**src/rtl/barrel_shift_pipe_if.sv**
```systemverilog
// Valid/ready stream bundle for barrel_shift_pipe: operand issue side plus result side.
// The master modport drives operands and out_ready; the slave modport is the shifter itself.
interface barrel_shift_pipe_if #(
   parameter int WIDTH = 32,
   parameter int TAG_W = 4
);
   localparam int SHW = $clog2(WIDTH);

   logic             in_valid;
   logic             in_ready;
   logic [WIDTH-1:0] in_data;
   logic [SHW-1:0]   in_amt;
   logic [2:0]       in_op;
   logic [TAG_W-1:0] in_tag;
   logic             out_valid;
   logic             out_ready;
   logic [WIDTH-1:0] out_data;
   logic [TAG_W-1:0] out_tag;
   logic             out_zero;
   logic             busy;

   modport master (
      output in_valid, in_data, in_amt, in_op, in_tag, out_ready,
      input  in_ready, out_valid, out_data, out_tag, out_zero, busy
   );

   modport slave (
      input  in_valid, in_data, in_amt, in_op, in_tag, out_ready,
      output in_ready, out_valid, out_data, out_tag, out_zero, busy
   );
endinterface

```
**src/rtl/barrel_shift_pipe.sv**
```systemverilog
// Fully pipelined barrel shifter/rotator: one register rank per amount bit, each rank
// carrying its own op/amt/tag, with per-rank valid/ready so bubbles collapse under stalls.
module barrel_shift_pipe #(
   parameter int WIDTH = 32,
   parameter int TAG_W = 4
) (
   input logic           clk,
   input logic           rst_n,
   barrel_shift_pipe_if.slave bus
);
   localparam int SHW = $clog2(WIDTH);

   localparam logic [2:0] OP_SLL = 3'b000;
   localparam logic [2:0] OP_SRL = 3'b001;
   localparam logic [2:0] OP_SRA = 3'b010;
   localparam logic [2:0] OP_ROL = 3'b011;
   localparam logic [2:0] OP_ROR = 3'b100;

   logic [SHW:0]     valid_q;
   logic [SHW:0]     ready;
   logic [WIDTH-1:0] data_q    [SHW+1];
   logic [TAG_W-1:0] tag_q     [SHW+1];
   logic [SHW-1:0]   amt_q     [SHW];
   logic [2:0]       op_q      [SHW];
   logic [WIDTH-1:0] stage_out [1:SHW];

   // The MSB of an SRA operand never changes from rank to rank, so it doubles as the fill bit.
   function automatic logic [WIDTH-1:0] shift_by(input logic [WIDTH-1:0] d,
                                                 input logic [2:0] op, input int s);
      case (op)
         OP_SLL:  shift_by = d << s;
         OP_SRL:  shift_by = d >> s;
         OP_SRA:  shift_by = $unsigned($signed(d) >>> s);
         OP_ROL:  shift_by = (d << s) | (d >> (WIDTH - s));
         OP_ROR:  shift_by = (d >> s) | (d << (WIDTH - s));
         default: shift_by = d;
      endcase
   endfunction

   always_comb begin
      ready = '0;
      ready[SHW] = ~valid_q[SHW] | bus.out_ready;
      for (int k = SHW - 1; k >= 0; k--) begin
         ready[k] = ~valid_q[k] | ready[k+1];
      end
   end

   always_comb begin
      for (int k = 1; k <= SHW; k++) begin
         stage_out[k] = amt_q[k-1][k-1] ? shift_by(data_q[k-1], op_q[k-1], 1 << (k-1))
                                        : data_q[k-1];
      end
   end

   // A ready rank either is empty or is handing its beat on, so it always takes whatever
   // the rank behind offers (including a bubble).
   always_ff @(posedge clk or negedge rst_n) begin
      if (!rst_n) begin
         valid_q <= '0;
         for (int k = 0; k <= SHW; k++) begin
            data_q[k] <= '0;
            tag_q[k]  <= '0;
         end
         for (int k = 0; k < SHW; k++) begin
            amt_q[k] <= '0;
            op_q[k]  <= '0;
         end
      end else begin
         if (ready[0]) begin
            valid_q[0] <= bus.in_valid;
         end
         if (bus.in_valid && ready[0]) begin
            data_q[0] <= bus.in_data;
            tag_q[0]  <= bus.in_tag;
            amt_q[0]  <= bus.in_amt;
            op_q[0]   <= bus.in_op;
         end
         for (int k = 1; k <= SHW; k++) begin
            if (ready[k]) begin
               valid_q[k] <= valid_q[k-1];
            end
            if (valid_q[k-1] && ready[k]) begin
               data_q[k] <= stage_out[k];
               tag_q[k]  <= tag_q[k-1];
            end
         end
         for (int k = 1; k < SHW; k++) begin
            if (valid_q[k-1] && ready[k]) begin
               amt_q[k] <= amt_q[k-1];
               op_q[k]  <= op_q[k-1];
            end
         end
      end
   end

   assign bus.in_ready  = ready[0];
   assign bus.out_valid = valid_q[SHW];
   assign bus.out_data  = data_q[SHW];
   assign bus.out_tag   = tag_q[SHW];
   assign bus.out_zero  = ~|data_q[SHW];
   assign bus.busy      = |valid_q;
endmodule

```
**src/flat_wrapper.sv**
```systemverilog
// flat-port wrapper written by rule: the top's interface ports become plain ports
module barrel_shift_pipe_flat 
#(
   parameter int WIDTH = 32,
   parameter int TAG_W = 4
)
  (clk, rst_n, bus_in_valid, bus_in_data, bus_in_amt, bus_in_op, bus_in_tag, bus_out_ready, bus_in_ready, bus_out_valid, bus_out_data, bus_out_tag, bus_out_zero, bus_busy);
  barrel_shift_pipe_if #(.WIDTH(WIDTH), .TAG_W(TAG_W)) bus_i ();
  input logic clk;
  input logic rst_n;
  input wire logic [$bits(bus_i.in_valid)-1:0] bus_in_valid;
  input wire logic [$bits(bus_i.in_data)-1:0] bus_in_data;
  input wire logic [$bits(bus_i.in_amt)-1:0] bus_in_amt;
  input wire logic [$bits(bus_i.in_op)-1:0] bus_in_op;
  input wire logic [$bits(bus_i.in_tag)-1:0] bus_in_tag;
  input wire logic [$bits(bus_i.out_ready)-1:0] bus_out_ready;
  output wire logic [$bits(bus_i.in_ready)-1:0] bus_in_ready;
  output wire logic [$bits(bus_i.out_valid)-1:0] bus_out_valid;
  output wire logic [$bits(bus_i.out_data)-1:0] bus_out_data;
  output wire logic [$bits(bus_i.out_tag)-1:0] bus_out_tag;
  output wire logic [$bits(bus_i.out_zero)-1:0] bus_out_zero;
  output wire logic [$bits(bus_i.busy)-1:0] bus_busy;
  assign bus_i.in_valid = bus_in_valid;
  assign bus_i.in_data = bus_in_data;
  assign bus_i.in_amt = bus_in_amt;
  assign bus_i.in_op = bus_in_op;
  assign bus_i.in_tag = bus_in_tag;
  assign bus_i.out_ready = bus_out_ready;
  assign bus_in_ready = bus_i.in_ready;
  assign bus_out_valid = bus_i.out_valid;
  assign bus_out_data = bus_i.out_data;
  assign bus_out_tag = bus_i.out_tag;
  assign bus_out_zero = bus_i.out_zero;
  assign bus_busy = bus_i.busy;
  barrel_shift_pipe #(.WIDTH(WIDTH), .TAG_W(TAG_W)) u_core (.clk(clk), .rst_n(rst_n), .bus(bus_i));
endmodule
```
**config.mk**
```make
export PLATFORM = sky130hd
export DESIGN_NAME = barrel_shift_pipe_flat
export DESIGN_NICKNAME = d
export VERILOG_FILES = /design/src/rtl/barrel_shift_pipe_if.sv /design/src/rtl/barrel_shift_pipe.sv /design/src/flat_wrapper.sv
export SDC_FILE = /design/constraint.sdc
export NUM_CORES = 1
export LEC_CHECK = 0
export ABC_AREA = 1
export BUFFER_PORTS_ARGS = -buffer_cell sky130_fd_sc_hd__buf_2
export CAP_MARGIN = 20
export CORE_MARGIN = 3
export CORE_UTILIZATION = 26
export CTS_CLUSTER_DIAMETER = 120
export DETAILED_ROUTE_END_ITERATION = 7
export HOLD_SLACK_MARGIN = 0.1
export SYNTH_ARGS = -nofsm -noshare
export SYNTH_HDL_FRONTEND = slang
export SYNTH_SLANG_ARGS = --single-unit
```
**constraint.sdc**
```tcl
create_clock -name clk -period 1.65 [get_ports clk]
set_clock_uncertainty 0.05 [all_clocks]
set_input_delay 0 -clock clk [delete_from_list [all_inputs] [get_ports clk]]
set_output_delay 0 -clock clk [all_outputs]
set_load 0.05 [all_outputs]
```
==> reports/qor.tcl <==
set qor(floorplan.initialDensity_pct) 26.45
set qor(max-slew-margin-rel_pct) 71.47
set qor(drt_iter0_markers) 849
set qor(cellLeakagePower_nw) 8.568
set qor(cts_tree) {built}
set qor(ctsHtreeMaxLevel) 1
set qor(power_density_of_the_placed_cells_mw_per_mm2) 1934
set qor(vias) 12580
set qor(yosysTopAreaCellShare_pct) 47.23
set qor(post-synth-top-count-cell) {sky130_fd_sc_hd__nand2_1}
set qor(dpl-instance-area_mm2) 0.01451
set qor(asyncSetResetFlopFracSynth_pct) 100.0
set qor(die-area_mm2) 0.05411
set qor(edff_count_synth) 0
set qor(multi_input_comb_area_mm2) 0.006461
set qor(worst_setup_slack_before_clock_tree_synthesis_ns) 0.003133
set qor(clk_latency_ns) 0.56
set qor(worstHoldPathCells) 4
set qor(worstRegToRegCells) 9
set qor(synth_seq_cells) 252
set qor(post_synth.cell_area_avg_um2) 7.006
set qor(n_antenna_cell) 0
set qor(antenna_found_initial) 0
set qor(rrSetupSlack_ns) -0.10
set qor(firstDrtPassIters) 5
set qor(timing.setup.critical_path_class) {flip-flop to output port}
set qor(ir_worst_vdd_mv) 0.8655
set qor(buffer_ports.inserted) 87
set qor(timing.critical_path.from_type) {flip-flop}
set qor(ant_nets) 0
set qor(synth_nets) 1954
set qor(failing_checks) {negative setup slack}
set qor(hold_crit_class) {input pin to flip-flop}
set qor(synthTopCellsByArea) {sky130_fd_sc_hd__dfrtp_1 47%, sky130_fd_sc_hd__nand2_1 23%, sky130_fd_sc_hd__a21oi_1 6.9%, sky130_fd_sc_hd__nor2_1 6.1%, sky130_fd_sc_hd__nand3_1 3.1%}
set qor(nets) 2073
set qor(vias_per_cell) 4.630
set qor(startpoint) {u_core.valid_q[5]$_DFFE_PN0P_}
set qor(worst_hold_endpoint) {u_core.data_q[171]$_DFFE_PN0P_}
set qor(finalSetupTns_ns) -3.120
set qor(setup_violations) 48
set qor(yosys.cell_types.count) 24
set qor(worst-endpoint-required_ns) 1.60
set qor(crit_path_end_kind) {output port}
set qor(finalPower_mw) 33.23
set qor(grt_setup_unrepaired) {true}
set qor(maximum_number_of_pins_on_one_net_before_global_route_repair) 59
set qor(core_mm2) 0.05048
set qor(vias_in_the_first_global_route) 11600
set qor(ioPinCount) 88
set qor(tightestPinTransition_ns) 0.4269
set qor(final_number_of_max_transition_violations) 0
set qor(synth_top_cell_by_area) {sky130_fd_sc_hd__dfrtp_1}
set qor(timing.final.ws_setup_ns) -0.1502
set qor(reg2reg_to) {u_core.data_q[170]$_DFFE_PN0P_}
set qor(grt_pass1_wl_um) 62100
set qor(cp_max_fo) 6
set qor(post-route-drc-count) 0
set qor(fraction_of_layout_instances_using_a_drive_strength_above_1_pct) 17.50
set qor(postLayoutCellArea_mm2) 0.01718
set qor(synthFlopType) {sky130_fd_sc_hd__dfrtp_1}
set qor(cts_made_buffers) 28
set qor(outcome) {finished with violations}
set qor(synthCells) 1906
set qor(maxCapViolCount) 0
set qor(synth_sequential_area_ratio_pct) 47.23
set qor(worst_ep_arrival_time_ns) 1.75
set qor(synth_top_cells_by_count) {808 x sky130_fd_sc_hd__nand2_1, 252 x sky130_fd_sc_hd__dfrtp_1, 218 x sky130_fd_sc_hd__nor2_1, 185 x sky130_fd_sc_hd__a21oi_1, 84 x sky130_fd_sc_hd__nand3_1}
set qor(cts.clk_slew.worst_paths_ns) 0.06
set qor(detail_route.wl_per_cell_um) 14.87
set qor(die_w_um) 232.6
set qor(timing.hold.worst.start) {bus_in_data[11]}
set qor(final_hold_viols) 0
set qor(routed_wl_um) 40430
set qor(routabilityCongestion) 0.8344
set qor(dieHeight_um) 232.6
set qor(clock_root_buffer) {sky130_fd_sc_hd__clkbuf_16}
set qor(sequential_cell_area_mm2) 0.006316
set qor(synth_warnings) 0
set qor(syn_to_final_growth_pct) 28.64
set qor(max_clock_freq_ghz) 0.5555
set qor(rows) 82
set qor(rr_startpoint) {u_core.valid_q[5]$_DFFE_PN0P_}
set qor(cts_buffer_depth) 3
set qor(syn-cell-area_mm2) 0.01335
set qor(hpwlAfterDp_um) 25670
set qor(period_share_pct) 109.1
set qor(gr-usage-all-layers_pct) 13.74
set qor(fillerInstances) 5339
set qor(global_route_congestion_overflow_total) 0
set qor(clock_sink_count) 252
set qor(final.min_clock_period_ns) 1.800
cells by family (layout without fill, tap and decap cells):
kind of cell	Yosys count	after routing	synth area share, %
buffers and inverters	226	365	8.377
AND/OR/NAND/NOR	1141	1142	33.51
flip-flops	252	252	47.23
AO/OA/AOI/OAI	287	287	10.89
repair_timing:
item | in CTS | in global routing
setup buffers | 12 | 8
endpoints found under the setup margin | 4 | 201
hold buffers | 48 | 0
gates cloned | 3 | 17
pin swaps | 4 | 25
endpoints found under the hold margin | 306 | 0
resized for setup | 20 | 168
power breakdown:
group | internal (mW) | total [mW] | switching (mW)
Combinational | 5.52 | 15.6 | 10.1
Clock | 3.81 | 6.40 | 2.59
Sequential | 8.63 | 11.2 | 2.57
Total | 18.0 | 33.2 | 15.3
metrics by stage:
stage	hold WS [ns]	utilization, %	instances
finish	0.1497	34.03	2718
global route	0.1572	34.03	2718
CTS	0.1255	32.08	2693
detailed placement	-0.1185	28.75	2579
global placement	-0.1245	28.72	2578
floorplan	-0.3456	-	1906
worst max-delay path, cell delays in order (launching register included):
cell and delay, ns:
sky130_fd_sc_hd__dfrtp_2 0.40, sky130_fd_sc_hd__nand4_1 0.18, sky130_fd_sc_hd__nor2_4 0.16, sky130_fd_sc_hd__nand3_4 0.13
sky130_fd_sc_hd__buf_12 0.17, sky130_fd_sc_hd__buf_12 0.14
state kept, by name, indices dropped and copies added (netlist names):
signal	flops
u_core.amt_q	15
u_core.bus.out_data	32
u_core.bus.out_tag	4
u_core.data_q	160
u_core.op_q	15
u_core.tag_q	20
u_core.valid_q	6
routing by layer:
| layer | vias to the layer above | track usage (%) | wire (µm) |
|---|---|---|---|
| met2 | 324 | 21.90 | 19030 |
| met1 | 5963 | 20.05 | 18900 |
| met4 | 0 | 2.637 | 854 |
| met3 | 64 | 1.738 | 1652 |
| li1 | 6232 | - | - |
| met5 | - | 0 | 0 |
final cells by class:
cell class,count,share of cell area (%)
tap,672,4.895
clock inverter,14,0.9469
clock buffer,37,4.567
timing repair buffer,227,13.17
sequential,252,36.77
inverter,87,2.039
multi-input combinational,1429,37.61
cells in the final DEF, fill, tap and decap left out, drive strengths merged:
cell and instances:
a21oi 185, dlygate4sd3 48, clkinvlp 3, o22ai 8, buf 166, and3 1
nand3 84, nand4 7, nor2 224, bufbuf 1, bufinv 3, dfrtp 252
clkbuf 49, nor4 5, o21ai 94, nor3 6, clkinv 10, inv 85
nand2 814, nand3b 1
how the worst max path moves through the flow:
stage                     depth (start not counted)  slack [ns]                              to
after floorplan                                   7        0.02  u_core.data_q[183]$_DFFE_PN0P_
after CTS                                         5       -0.20                    bus_out_zero
after global routing                              5       -0.24                    bus_out_zero
final                                             5       -0.15                    bus_in_ready
after global placement                            7       -0.39  u_core.data_q[128]$_DFFE_PN0P_
after detailed placement                          7       0.003  u_core.data_q[175]$_DFFE_PN0P_
(Power assumes the default switching activity.)
